==> config.mk <==
export PLATFORM = sky130hd
export DESIGN_NAME = led_step_sequencer_flat
export DESIGN_NICKNAME = d
export VERILOG_FILES = /design/src/rtl/led_step_sequencer_pkg.sv /design/src/rtl/led_step_sequencer_if.sv /design/src/rtl/led_step_sequencer_tick.sv /design/src/rtl/led_step_sequencer.sv /design/src/flat_wrapper.sv
export SDC_FILE = /design/constraint.sdc
export NUM_CORES = 1
export LEC_CHECK = 0
export BUFFER_PORTS_ARGS = -buffer_cell sky130_fd_sc_hd__buf_2
export CAP_MARGIN = 20
export CORE_UTILIZATION = 35
export CTS_CLUSTER_SIZE = 30
export DETAILED_ROUTE_END_ITERATION = 16
export GPL_TIMING_DRIVEN = 0
export SYNTH_ARGS = -nofsm -noshare
export SYNTH_HDL_FRONTEND = slang
export SYNTH_HIERARCHICAL = 1
export SYNTH_SLANG_ARGS = --single-unit
==> constraint.sdc <==
create_clock -name i_clk30 -period 2.6 [get_ports i_clk30]
set_input_delay 0.26 -clock i_clk30 [delete_from_list [all_inputs] [get_ports i_clk30]]
set_output_delay 0.26 -clock i_clk30 [all_outputs]
set_load 0.02 [all_outputs]
==> src/rtl/led_step_sequencer_pkg.sv <==
// led_step_sequencer_pkg
//   Shared definitions for the LED step sequencer. The top-level LED decode
//   uses the SEQ_* state codes, which this package exports.
//   Contents: state code constants, the FSM state enum, and the tick divisor helper.
package led_step_sequencer_pkg;

    localparam logic [1:0] SEQ_IDLE = 2'b00;
    localparam logic [1:0] SEQ_RUN  = 2'b01;
    localparam logic [1:0] SEQ_DONE = 2'b10;

    // Code 2'b11 is unused and is steered back to IDLE by the FSM.
    typedef enum logic [1:0] {
        ST_IDLE = SEQ_IDLE,
        ST_RUN  = SEQ_RUN,
        ST_DONE = SEQ_DONE
    } seq_state_e;

    // Clock cycles per count step.
    function automatic int calc_tick_div(input int clk_freq, input int step_hz);
        return clk_freq / step_hz;
    endfunction

endpackage

==> src/rtl/led_step_sequencer_if.sv <==
// led_step_sequencer_if
//   Control and status bundle between the button logic and the sequencer.
//   master: drives go/pause/abort/dir_down/loop_en/limit and observes the status.
//   slave : the sequencer, which drives count/busy/done/wrap.
interface led_step_sequencer_if #(
    parameter int WIDTH = 4
);
    logic             go;
    logic             pause;
    logic             abort;
    logic             dir_down;
    logic             loop_en;
    logic [WIDTH-1:0] limit;
    logic [WIDTH-1:0] count;
    logic             busy;
    logic             done;
    logic             wrap;

    modport master (
        output go, pause, abort, dir_down, loop_en, limit,
        input  count, busy, done, wrap
    );

    modport slave (
        input  go, pause, abort, dir_down, loop_en, limit,
        output count, busy, done, wrap
    );
endinterface

==> src/rtl/led_step_sequencer_tick.sv <==
// tick_divider
//   Produces a one-cycle tick enable every DIV enabled cycles. No derived clock is created.
//   Ports: i_clk, i_rst (synchronous, active high), i_en (count enable; the value
//          holds while this is low), i_clr (forces the count to 0 and wins over
//          i_en), o_tick (high on the enabled cycle where the count is DIV-1).
module tick_divider #(
    parameter int DIV = 8
) (
    input  logic i_clk,
    input  logic i_rst,
    input  logic i_en,
    input  logic i_clr,
    output logic o_tick
);
    localparam int            CW   = (DIV > 1) ? $clog2(DIV) : 1;
    localparam logic [CW-1:0] LAST = CW'(DIV - 1);

    logic [CW-1:0] r_cnt;

    always_ff @(posedge i_clk) begin
        if (i_rst || i_clr)
            r_cnt <= '0;
        else if (i_en)
            r_cnt <= (r_cnt == LAST) ? '0 : r_cnt + CW'(1);
    end

    assign o_tick = i_en && !i_clr && (r_cnt == LAST);

endmodule

==> src/rtl/led_step_sequencer.sv <==
// led_step_sequencer
//   Steps a WIDTH-bit counter from a start value to a terminal value at STEP_HZ.
//   The count runs up or down, and the sequencer either stops or loops at the
//   terminal value. Everything runs in the clk30 domain on a tick enable.
//   Ports: i_clk30, i_rst (synchronous, active high), bus (slave modport):
//          go (a rising edge starts a run), pause, abort, dir_down, loop_en,
//          limit (these three are latched at start), and the registered status
//          outputs count, busy, done, wrap.
module led_step_sequencer
    import led_step_sequencer_pkg::*;
#(
    parameter int CLK_FREQ = 30000000,
    parameter int STEP_HZ  = 4,
    parameter int WIDTH    = 4
) (
    input  logic                 i_clk30,
    input  logic                 i_rst,
    led_step_sequencer_if.slave  bus
);
    localparam int TICK_DIV = calc_tick_div(CLK_FREQ, STEP_HZ);

    seq_state_e       r_state, w_next_state;
    logic             r_go_d;
    logic             r_dir_down, r_loop_en;
    logic [WIDTH-1:0] r_limit;
    logic [WIDTH-1:0] r_count, w_next_count;
    logic             r_busy, r_done, r_wrap, w_next_wrap;
    logic             w_start, w_tick;
    logic [WIDTH-1:0] w_first, w_end, w_new_first;

    // The go history updates every cycle, even while abort is high. This way a
    // go held across an abort does not produce a fresh start afterwards.
    always_ff @(posedge i_clk30) begin
        if (i_rst) r_go_d <= 1'b0;
        else       r_go_d <= bus.go;
    end

    assign w_start = bus.go && !r_go_d;

    // Start or abort re-phases the divider, so the first step lands exactly
    // TICK_DIV cycles after the start.
    tick_divider #(.DIV(TICK_DIV)) u_tick (
        .i_clk  (i_clk30),
        .i_rst  (i_rst),
        .i_en   ((r_state == ST_RUN) && !bus.pause),
        .i_clr  (w_start || bus.abort),
        .o_tick (w_tick)
    );

    // Run endpoints come from the latched mode. A new start uses the live inputs.
    assign w_first     = r_dir_down ? r_limit : '0;
    assign w_end       = r_dir_down ? '0 : r_limit;
    assign w_new_first = bus.dir_down ? bus.limit : '0;

    always_comb begin
        w_next_state = r_state;
        w_next_count = r_count;
        w_next_wrap  = 1'b0;
        case (r_state)
            ST_IDLE: begin
                w_next_count = '0;
                if (w_start) begin
                    w_next_state = ST_RUN;
                    w_next_count = w_new_first;
                end
            end
            ST_RUN: begin
                if (w_start) begin
                    w_next_count = w_new_first;
                end else if (w_tick) begin
                    if (r_count == w_end) begin
                        if (r_loop_en) begin
                            w_next_count = w_first;
                            w_next_wrap  = 1'b1;
                        end else begin
                            w_next_state = ST_DONE;
                        end
                    end else begin
                        w_next_count = r_dir_down ? r_count - WIDTH'(1) : r_count + WIDTH'(1);
                    end
                end
            end
            ST_DONE: begin
                if (w_start) begin
                    w_next_state = ST_RUN;
                    w_next_count = w_new_first;
                end
            end
            default: begin
                w_next_state = ST_IDLE;
                w_next_count = '0;
            end
        endcase
        // Abort overrides any simultaneous start or tick.
        if (bus.abort) begin
            w_next_state = ST_IDLE;
            w_next_count = '0;
            w_next_wrap  = 1'b0;
        end
    end

    always_ff @(posedge i_clk30) begin
        if (i_rst) begin
            r_state <= ST_IDLE;
            r_count <= '0;
            r_busy  <= 1'b0;
            r_done  <= 1'b0;
            r_wrap  <= 1'b0;
        end else begin
            r_state <= w_next_state;
            r_count <= w_next_count;
            r_busy  <= (w_next_state == ST_RUN);
            r_done  <= (w_next_state == ST_DONE);
            r_wrap  <= w_next_wrap;
        end
    end

    // The mode is captured only on an accepted start. Later changes wait for the next start.
    always_ff @(posedge i_clk30) begin
        if (i_rst) begin
            r_dir_down <= 1'b0;
            r_loop_en  <= 1'b0;
            r_limit    <= '0;
        end else if (w_start && !bus.abort) begin
            r_dir_down <= bus.dir_down;
            r_loop_en  <= bus.loop_en;
            r_limit    <= bus.limit;
        end
    end

    assign bus.count = r_count;
    assign bus.busy  = r_busy;
    assign bus.done  = r_done;
    assign bus.wrap  = r_wrap;

endmodule

==> src/flat_wrapper.sv <==
// flat-port wrapper written by rule: the top's interface ports become plain ports
module led_step_sequencer_flat import led_step_sequencer_pkg::*;
#(
    parameter int CLK_FREQ = 30000000,
    parameter int STEP_HZ  = 4,
    parameter int WIDTH    = 4
)
  (i_clk30, i_rst, bus_go, bus_pause, bus_abort, bus_dir_down, bus_loop_en, bus_limit, bus_count, bus_busy, bus_done, bus_wrap);
  led_step_sequencer_if #(.WIDTH(WIDTH)) bus_i ();
  input  logic i_clk30;
  input  logic i_rst;
  input wire logic [$bits(bus_i.go)-1:0] bus_go;
  input wire logic [$bits(bus_i.pause)-1:0] bus_pause;
  input wire logic [$bits(bus_i.abort)-1:0] bus_abort;
  input wire logic [$bits(bus_i.dir_down)-1:0] bus_dir_down;
  input wire logic [$bits(bus_i.loop_en)-1:0] bus_loop_en;
  input wire logic [$bits(bus_i.limit)-1:0] bus_limit;
  output wire logic [$bits(bus_i.count)-1:0] bus_count;
  output wire logic [$bits(bus_i.busy)-1:0] bus_busy;
  output wire logic [$bits(bus_i.done)-1:0] bus_done;
  output wire logic [$bits(bus_i.wrap)-1:0] bus_wrap;
  assign bus_i.go = bus_go;
  assign bus_i.pause = bus_pause;
  assign bus_i.abort = bus_abort;
  assign bus_i.dir_down = bus_dir_down;
  assign bus_i.loop_en = bus_loop_en;
  assign bus_i.limit = bus_limit;
  assign bus_count = bus_i.count;
  assign bus_busy = bus_i.busy;
  assign bus_done = bus_i.done;
  assign bus_wrap = bus_i.wrap;
  led_step_sequencer #(.CLK_FREQ(CLK_FREQ), .STEP_HZ(STEP_HZ), .WIDTH(WIDTH)) u_core (.i_clk30(i_clk30), .i_rst(i_rst), .bus(bus_i));
endmodule
==> results of run 1 <==
==> through the flow <==
step / hold WS [ps] / utilization / total power, W / std cells
2_1_floorplan: 388.2 / - / 0.0007235 / 249
3_3_place_gp: 458.1 / 0.3924 / 0.0007608 / 340
3_5_place_dp: 469.5 / 0.3924 / 0.0007622 / 340
4_1_cts: 206.9 / 0.4122 / 0.001194 / 349
5_1_grt: 228.5 / 0.4158 / 0.001241 / 350
6_report: 214.2 / 0.4158 / 0.001187 / 350
==> report_power, final <==
group          internal (W)  switching, W
Combinational     0.0000529     0.0000788
Sequential         0.000606     0.0000149
Clock              0.000192      0.000242
==> what timing repair did <==
action                                  4_1_cts  5_1_grt
gates resized for setup                       4        3
endpoints found under the setup margin        6        7
setup buffers                                 1        1
hold endpoints to repair                      0        0
pin swaps                                     2        4
==> cell type report <==
| class | instances | area [um^2] | area share |
|---|---|---|---|
| buffer | 10 | 45.04 | 0.01840 |
| clock buffer | 5 | 68.82 | 0.02812 |
| clock inverter | 3 | 23.77 | 0.009714 |
| inverter | 5 | 18.77 | 0.007669 |
| multi-input combinational | 195 | 1320 | 0.5394 |
| sequential | 39 | 782.0 | 0.3195 |
| tap | 75 | 93.84 | 0.03834 |
| timing repair buffer | 18 | 95.09 | 0.03885 |
==> logic make-up (layout without fill, tap and decap cells) <==
| logic type | after synthesis | count (layout) | synth area share |
|---|---|---|---|
| AO/OA/AOI/OAI | 61 | 61 | 0.2004 |
| adder cells (fa/ha/maj) | 4 | 4 | 0.02711 |
| multiplexers | 1 | 1 | 0.004714 |
| buffers and inverters | 15 | 41 | 0.03005 |
| flip-flops | 39 | 39 | 0.3677 |
| AND/OR/NAND/NOR | 110 | 110 | 0.2917 |
| XOR/XNOR | 19 | 19 | 0.07837 |
==> placed cells by master (no fill, tap or decap), types with 4 or more instances in the layout <==
master,Yosys,final
sky130_fd_sc_hd__nor3_1,9,8
sky130_fd_sc_hd__xor2_1,6,6
sky130_fd_sc_hd__nor4_1,6,6
sky130_fd_sc_hd__dfxtp_1,39,38
sky130_fd_sc_hd__nand2_1,21,21
sky130_fd_sc_hd__nand2b_1,5,4
sky130_fd_sc_hd__nor2b_1,6,6
sky130_fd_sc_hd__nand3_1,5,5
sky130_fd_sc_hd__buf_2,5,21
sky130_fd_sc_hd__inv_1,5,5
sky130_fd_sc_hd__nand4_1,5,5
sky130_fd_sc_hd__clkbuf_8,0,5
sky130_fd_sc_hd__xnor2_1,13,13
sky130_fd_sc_hd__nor2_1,24,23
sky130_fd_sc_hd__or3_1,6,6
sky130_fd_sc_hd__a21oi_1,22,22
sky130_fd_sc_hd__o21ai_0,13,13
==> worst max-delay path by stage <==
stage / from / end / cells past startpoint
finish: u_core/r_state[1]$_SDFF_PP0_ / u_core/bus.count[3]$_SDFFE_PP0P_ / 11
global route: u_core/r_state[1]$_SDFF_PP0_ / u_core/bus.count[1]$_SDFFE_PP0P_ / 11
CTS: u_core/r_state[1]$_SDFF_PP0_ / u_core/bus.count[3]$_SDFFE_PP0P_ / 11
detailed placement: u_core/r_state[1]$_SDFF_PP0_ / u_core/bus.count[1]$_SDFFE_PP0P_ / 11
global placement: u_core/r_state[1]$_SDFF_PP0_ / u_core/bus.count[3]$_SDFFE_PP0P_ / 11
floorplan: u_core/r_state[1]$_SDFF_PP0_ / u_core/bus.count[3]$_SDFFE_PP0P_ / 11
==> flip-flops by register name (all words and copies together) (netlist names) <==
name	count
u_core/bus.busy	1
u_core/bus.count	4
u_core/bus.done	1
u_core/bus.wrap	1
u_core/r_dir_down	1
u_core/r_go_d	1
u_core/r_limit	4
u_core/r_loop_en	1
u_core/r_state	2
u_core/u_tick/r_cnt	23
==> metal layers <==
layer | vias up | GRT usage | routed length, um
li1 | 961 | - | -
met1 | 877 | 0.2211 | 2279
met2 | 34 | 0.2479 | 2204
met3 | 6 | 0.03543 | 182
met4 | 0 | 0.05714 | 61
met5 | - | 0 | 0
==> summary.json, run 1 <==
{
  "syn-mean-instance-area": {"value": 8.527, "unit": "um^2"},
  "timing.critical_path.mode_cell": {"value": "sky130_fd_sc_hd__nor2b_1"},
  "placement.setup.worst_slack": {"value": -355.5, "unit": "ps"},
  "synth.net_count": {"value": 264},
  "power_leakage": {"value": 0.8050, "unit": "nW"},
  "floorplan.rows": {"value": 28},
  "timing.critical_path.arrival": {"value": 2560, "unit": "ps"},
  "outcome": {"value": "finished, final reports clean"},
  "grt_setup_unrepaired": {"value": "no"},
  "timing.rr.start": {"value": "u_core/r_state[1]$_SDFF_PP0_"},
  "clockBufferDepth": {"value": 2},
  "timing.critical_path.max_delay_family": {"value": "simple AND/OR/NAND/NOR gates"},
  "overall_routed_net_length": {"value": 4728, "unit": "um"},
  "synth.ff_latch_count": {"value": 39},
  "finalHoldViolations": {"value": 0},
  "port-buffer-count": {"value": 16},
  "async_reset_ff_frac": {"value": 0},
  "worstPathBufferInverterCount": {"value": 1},
  "detail_route.drc_violations": {"value": 0},
  "fraction_of_the_yosys_area_taken_by_sequential_cells": {"value": 0.3677},
  "yosys.area.top_type_share": {"value": 0.3677},
  "setup.worst_path.class": {"value": "flop to flop"},
  "mappedNetlistArea": {"value": 0.002123, "unit": "mm^2"},
  "critical_path.max_stage_delay": {"value": 460, "unit": "ps"},
  "clk_root_buffer_cell": {"value": "sky130_fd_sc_hd__clkbuf_8"},
  "cap_violations": {"value": 0},
  "timing.final.ws_setup": {"value": 232.6, "unit": "ps"},
  "antenna_found_initial": {"value": 0},
  "clock.fmax": {"value": 422.4, "unit": "MHz"},
  "crit-reg2reg-capture": {"value": "u_core/bus.count[3]$_SDFFE_PP0P_"},
  "worst_r2r_path_depth": {"value": 11},
  "holdBufCountCts": {"value": 0},
  "drt_pre_antenna_iters": {"value": 4},
  "core_area": {"value": 0.005886, "unit": "mm^2"},
  "floorplan.die.height": {"value": 79.89, "unit": "um"},
  "max-vdd-ir-drop": {"value": 0.0002981, "unit": "V"},
  "clk_latency_worst_skew_pair": {"value": 300, "unit": "ps"},
  "endpoint_of_the_worst_hold_timing_path": {"value": "u_core/r_go_d$_SDFF_PP0_"},
  "max-slew-margin-rel": {"value": 0.6967},
  "wl_per_cell": {"value": 13.51, "unit": "um"},
  "timing.critical_path.fanout_max": {"value": 10},
  "cts.htree.levels": {"value": 2},
  "post_dp_cell_area": {"value": 0.002310, "unit": "mm^2"},
  "synthCells": {"value": 249},
  "antenna_violating_nets_post_route": {"value": 0},
  "detailroute.via_count": {"value": 1878},
  "final_replace_weighted_congestion": {"value": 0.8527},
  "crit_chain": {"value": "buf_2 -> nand2b_4 -> nor2_4 -> nand3_4 -> or4_4 -> nor3_4 -> nor2b_1 -> nor2b_1 -> o21ai_2 -> a21oi_1 -> a41o_1"},
  "synth-edff-count": {"value": 0},
  "synth.most_common_cell": {"value": "sky130_fd_sc_hd__dfxtp_1"},
  "grt_overflow_total": {"value": 0},
  "design_area": {"value": 0.002447, "unit": "mm^2"},
  "critPathSlowestCell": {"value": "sky130_fd_sc_hd__or4_4"},
  "fillCellCount": {"value": 610},
  "timing.final.setup_violations": {"value": 0},
  "post_synth_cell_types": {"value": 53},
  "cts.clk_slew.worst_paths": {"value": 80, "unit": "ps"},
  "timing.reg2reg.setup_slack": {"value": 230, "unit": "ps"},
  "final-max-slew-violation-count": {"value": 0},
  "worstHoldStart": {"value": "bus_go"},
  "areaGrowthSynthToFinish": {"value": 15.26, "unit": "%"},
  "power_density": {"value": 485.2, "unit": "mW/mm^2"},
  "grt_pass1_vias": {"value": 1673},
  "full_die_area": {"value": 0.006382, "unit": "mm^2"},
  "n_antenna_cell": {"value": 0},
  "worstMarginPinSlew": {"value": 454.9, "unit": "ps"},
  "totalNegativeSetupSlack": {"value": 0, "unit": "ps"},
  "hold_class": {"value": "input port to flop"},
  "cts_made_buffers": {"value": 5},
  "synth_area_leader_cell": {"value": "sky130_fd_sc_hd__dfxtp_1"},
  "layout-drive-gt1-share": {"value": 0.1964},
  "layout_worst_path_cycle_share": {"value": 0.9105},
  "synth_top_flop_cell": {"value": "sky130_fd_sc_hd__dfxtp_1"},
  "period_needed": {"value": 2367, "unit": "ps"},
  "drt_first_iter_violations": {"value": 88},
  "synth_area_leaders": {"value": "sky130_fd_sc_hd__dfxtp_1 37%, sky130_fd_sc_hd__xnor2_1 5.4%, sky130_fd_sc_hd__a21oi_1 5.2%, sky130_fd_sc_hd__nor2_1 4.2%, sky130_fd_sc_hd__nand2_1 3.7%"},
  "synth_warnings": {"value": 6},
  "vias_per_cell": {"value": 5.366},
  "width_of_the_die": {"value": 79.89, "unit": "um"},
  "start_util": {"value": 0.3608},
  "ys_top_cells_by_count": {"value": "39 x sky130_fd_sc_hd__dfxtp_1, 24 x sky130_fd_sc_hd__nor2_1, 22 x sky130_fd_sc_hd__a21oi_1"},
  "element_type_at_the_critical_path_start": {"value": "flop"},
  "pin_count": {"value": 18},
  "cts_tree": {"value": "built"},
  "grt_start_max_net_pins": {"value": 15},
  "critical_path.endpoint_type": {"value": "flop"},
  "clock-sinks": {"value": 39},
  "grt_pass1_wl": {"value": 8045, "unit": "um"},
  "worst_clock_skew": {"value": 8.040, "unit": "ps"},
  "place_hpwl": {"value": 3377, "unit": "um"},
  "track_usage": {"value": 0.1616},
  "holdPathStages": {"value": 2},
  "crit_required": {"value": 2790, "unit": "ps"},
  "fin_nets": {"value": 289}
}
Power figures use the tool's default switching activity.
==> run 2, diff against run 1 <==
--- a/config.mk
+++ b/config.mk
@@ -5,6 +5,7 @@
 export SDC_FILE = /design/constraint.sdc
 export NUM_CORES = 1
 export LEC_CHECK = 0
+export ABC_AREA = 1
 export BUFFER_PORTS_ARGS = -buffer_cell sky130_fd_sc_hd__buf_2
 export CAP_MARGIN = 20
 export CORE_UTILIZATION = 35
==> summary.json, run 2 <==
{
  "floorplan.rows": {"value": 29, "change": "+3.6%"},
  "detailroute.via_count": {"value": 2280, "change": "+21%"},
  "layout_worst_path_cycle_share": {"value": 0.8974, "change": "-0.01309"},
  "port-buffer-count": {"value": 16, "change": "unchanged"},
  "timing.final.setup_violations": {"value": 0, "change": "unchanged"},
  "cap_violations": {"value": 0, "change": "unchanged"},
  "critical_path.endpoint_type": {"value": "flop"},
  "power_leakage": {"value": 1.133, "unit": "nW", "change": "+41%"},
  "timing.critical_path.fanout_max": {"value": 10, "change": "unchanged"},
  "layout-drive-gt1-share": {"value": 0.1777, "change": "-0.01870"},
  "synth_top_flop_cell": {"value": "sky130_fd_sc_hd__dfxtp_1"},
  "synth.ff_latch_count": {"value": 39, "change": "unchanged"},
  "groute.layer.met1.usage": {"value": 0.2223, "change": "+0.001149"},
  "max-vdd-ir-drop": {"value": 0.0002677, "unit": "V", "change": "-10%"},
  "clk_latency_worst_skew_pair": {"value": 300, "unit": "ps", "change": "about the same"},
  "vias_per_cell": {"value": 4.841, "change": "-9.8%"},
  "async_reset_ff_frac": {"value": 0, "change": "unchanged"},
  "clk_root_buffer_cell": {"value": "sky130_fd_sc_hd__clkbuf_8"},
  "worstMarginPinSlew": {"value": 557.8, "unit": "ps", "change": "+102.9 ps"},
  "grt_pass1_vias": {"value": 2112, "change": "+26%"},
  "fin_nets": {"value": 408, "change": "+41%"},
  "timing.critical_path.mode_cell": {"value": "sky130_fd_sc_hd__nor2_4"},
  "mappedNetlistArea": {"value": 0.002396, "unit": "mm^2", "change": "+13%"},
  "finish.utilization": {"value": 0.4254, "change": "+0.009536"},
  "critical_path.max_stage_delay": {"value": 360, "unit": "ps", "change": "-100 ps"},
  "top_usage_layer": {"value": "met2"},
  "core_area": {"value": 0.006495, "unit": "mm^2", "change": "+10%"},
  "timing.critical_path.max_delay_family": {"value": "simple AND/OR/NAND/NOR gates"},
  "clock-sinks": {"value": 39, "change": "unchanged"},
  "fin_total_pwr": {"value": 0.001281, "unit": "W", "change": "+7.9%"},
  "top_register": {"value": "u_core/u_tick/r_cnt"},
  "overall_routed_net_length": {"value": 5388, "unit": "um", "change": "+14%"},
  "grt_pass1_wl": {"value": 9487, "unit": "um", "change": "+18%"},
  "hold_class": {"value": "input port to flop"},
  "antenna_violating_nets_post_route": {"value": 0, "change": "unchanged"},
  "start_util": {"value": 0.3689, "change": "+0.008151"},
  "clock.fmax": {"value": 428.6, "unit": "MHz", "change": "+1.5%"},
  "wl_per_cell": {"value": 11.44, "unit": "um", "change": "-15%"},
  "holdBufCountCts": {"value": 0, "change": "unchanged"},
  "multi_input_comb_area": {"value": 0.001454, "unit": "mm^2", "change": "+10%"},
  "crit_required": {"value": 2820, "unit": "ps", "change": "+30 ps"},
  "final_replace_weighted_congestion": {"value": 0.8141, "change": "-4.5%"},
  "cts_made_buffers": {"value": 5, "change": "unchanged"},
  "dp.cells": {"value": 458, "change": "+35%"},
  "setup.worst_path.class": {"value": "flop to flop"},
  "finalHoldViolations": {"value": 0, "change": "unchanged"},
  "outcome": {"value": "finished, final reports clean"},
  "drt_pre_antenna_iters": {"value": 4, "change": "unchanged"},
  "max_ffs_per_register": {"value": 23, "change": "unchanged"},
  "period_needed": {"value": 2333, "unit": "ps", "change": "-34.04 ps"},
  "worst_clock_skew": {"value": 11.19, "unit": "ps", "change": "+3.154 ps"},
  "worstPathBufferInverterCount": {"value": 5, "change": "+4"},
  "crit_chain": {"value": "inv_1 -> nor2_4 -> inv_2 -> nor2_1 -> buf_6 -> nand4_1 -> nor2_1 -> nand3_2 -> buf_6 -> nor2_4 -> inv_1 -> a31oi_4 -> nand2_4 -> nor2_4 -> nand2_1 -> a21oi_1"},
  "met2_usage": {"value": 0.2668, "change": "+0.01895"},
  "fillCellCount": {"value": 698, "change": "+14%"},
  "final-max-slew-violation-count": {"value": 0, "change": "unchanged"},
  "track_usage": {"value": 0.1643, "change": "+0.002777"},
  "synth.most_common_cell": {"value": "sky130_fd_sc_hd__nand2_1"},
  "fraction_of_the_yosys_area_taken_by_sequential_cells": {"value": 0.3258, "change": "-0.04186"},
  "layoutNonFillerInstCount": {"value": 471, "change": "+35%"},
  "cts_tree": {"value": "built"},
  "synth.net_count": {"value": 380, "change": "+44%"},
  "synth_area_leader_cell": {"value": "sky130_fd_sc_hd__dfxtp_1"},
  "power_density": {"value": 463.8, "unit": "mW/mm^2", "change": "-4.4%"},
  "post_synth_cell_types": {"value": 33, "change": "-38%"},
  "max-slew-margin-rel": {"value": 0.6281, "change": "-0.06859"},
  "detail_route.drc_violations": {"value": 0, "change": "unchanged"},
  "synth_area_leaders": {"value": "sky130_fd_sc_hd__dfxtp_1 33%, sky130_fd_sc_hd__nand2_1 16%, sky130_fd_sc_hd__nor2_1 8.5%, sky130_fd_sc_hd__nand3_1 7.1%, sky130_fd_sc_hd__inv_1 5.8%"},
  "width_of_the_die": {"value": 84.74, "unit": "um", "change": "+6.1%"},
  "most_frequent_cells_in_the_layout": {"value": "102 x sky130_fd_sc_hd__nand2_1, 52 x sky130_fd_sc_hd__nor2_1, 38 x sky130_fd_sc_hd__dfxtp_1"},
  "gr-usage-met3": {"value": 0.03147, "change": "-0.003963"},
  "timing.critical_path.arrival": {"value": 2550, "unit": "ps", "change": "about the same"},
  "synth_warnings": {"value": 6, "change": "unchanged"},
  "yosys.area.top_type_share": {"value": 0.3258, "change": "-0.04186"},
  "ys_top_cells_by_count": {"value": "102 x sky130_fd_sc_hd__nand2_1, 54 x sky130_fd_sc_hd__nor2_1, 39 x sky130_fd_sc_hd__dfxtp_1"},
  "pin_count": {"value": 18, "change": "unchanged"},
  "floorplan.die.height": {"value": 84.74, "unit": "um", "change": "+6.1%"},
  "antenna_found_initial": {"value": 0, "change": "unchanged"},
  "drt_first_iter_violations": {"value": 132, "change": "+50%"},
  "grt_overflow_total": {"value": 0, "change": "unchanged"},
  "layout.cells.most_common": {"value": "sky130_fd_sc_hd__nand2_1"},
  "areaGrowthSynthToFinish": {"value": 15.30, "unit": "%", "change": "about the same"},
  "place_hpwl": {"value": 4136, "unit": "um", "change": "+22%"},
  "critPathSlowestCell": {"value": "sky130_fd_sc_hd__dfxtp_2"},
  "grt_setup_unrepaired": {"value": "no"},
  "cts.clk_slew.worst_paths": {"value": 90, "unit": "ps", "change": "about the same"},
  "cts.htree.levels": {"value": 2, "change": "unchanged"},
  "full_die_area": {"value": 0.007181, "unit": "mm^2", "change": "+13%"},
  "n_antenna_cell": {"value": 0, "change": "unchanged"},
  "ff_latch_area": {"value": 782.0, "unit": "um^2", "change": "unchanged"},
  "element_type_at_the_critical_path_start": {"value": "flop"},
  "synth-edff-count": {"value": 0, "change": "unchanged"},
  "syn-mean-instance-area": {"value": 6.565, "unit": "um^2", "change": "-23%"},
  "clockBufferDepth": {"value": 2, "change": "unchanged"},
  "grt_start_max_net_pins": {"value": 15, "change": "unchanged"},
  "synthCells": {"value": 365, "change": "+47%"}
}
-- run 2: cell count changes after synthesis, moves of 6 or more --
cell,before,now
sky130_fd_sc_hd__nand2_1,21,102
sky130_fd_sc_hd__nor2_1,24,54
sky130_fd_sc_hd__nand3_1,5,34
sky130_fd_sc_hd__inv_1,5,37
sky130_fd_sc_hd__xnor2_1,13,3
sky130_fd_sc_hd__nor2b_1,6,0
sky130_fd_sc_hd__or3_1,6,0
sky130_fd_sc_hd__nand2_2,0,7
-- run 2: routing by layer --
metal,part of all wire,wire length [um],vias up
met4,0.0074,40,0
met3,0.028,149,5
met1,0.51,2743,1027
met5,0,0,-
li1,-,-,1222
met2,0.46,2454,26
-- run 2: area by class of cell --
type                       instances  area share
inverter                          40     0.05707
timing repair buffer              21     0.04257
clock inverter                     3     0.01721
tap                               77     0.03487
sequential                        39      0.2831
clock buffer                       5     0.02491
buffer                             6     0.01404
multi-input combinational        280      0.5263
-- run 2: cells by family after synthesis --
kind of cell / synth area share
and+or+nand+nor: 0.4721
buffers and inverters: 0.08198
DFF: 0.3258
AOI/OAI and AO/OA: 0.07781
xor gates and xnor gates: 0.01828
adders and majority gates: 0.02402
-- run 2: worst paths after layout --
path                                      start                                to  slack [ps]  depth (start not counted)
setup / recovery   u_core/r_state[0]$_SDFF_PP0_  u_core/bus.count[0]$_SDFFE_PP0P_         270                         16
hold / removal                        bus_abort      u_core/r_state[0]$_SDFF_PP0_         150                          2
setup reg to reg   u_core/r_state[0]$_SDFF_PP0_  u_core/bus.count[0]$_SDFFE_PP0P_         270                         16
hold reg to reg   u_core/r_loop_en$_SDFFE_PP0P_        u_core/bus.wrap$_SDFF_PP0_         480                          2
-- run 2: through the flow --
stage                     area (um^2)  setup slack, ps  setup TNS, ps  hold WS, ps
after floorplan                  2396            318.2              0        338.5
after global placement           2572           -91.07         -326.8        456.7
after detailed placement         2572           -126.0         -468.0        465.9
after CTS                        2703            27.73              0        136.4
after global routing             2763            21.41              0        138.2
final                            2763            266.6              0        145.6
-- run 2: report_power, final --
group | switching (W) | leakage [nW] | internal (W)
clock network | 0.000231 | 0.0587 | 0.000291
logic | 0.0000925 | 0.759 | 0.0000506
registers | 0.0000104 | 0.316 | 0.000606
-- run 2: repair_timing --
item,4_1_cts,5_1_grt
hold endpoints to repair,0,0
buffers inserted,0,5
setup endpoints to repair,4,6
pin swaps,0,2
resized for setup,4,5
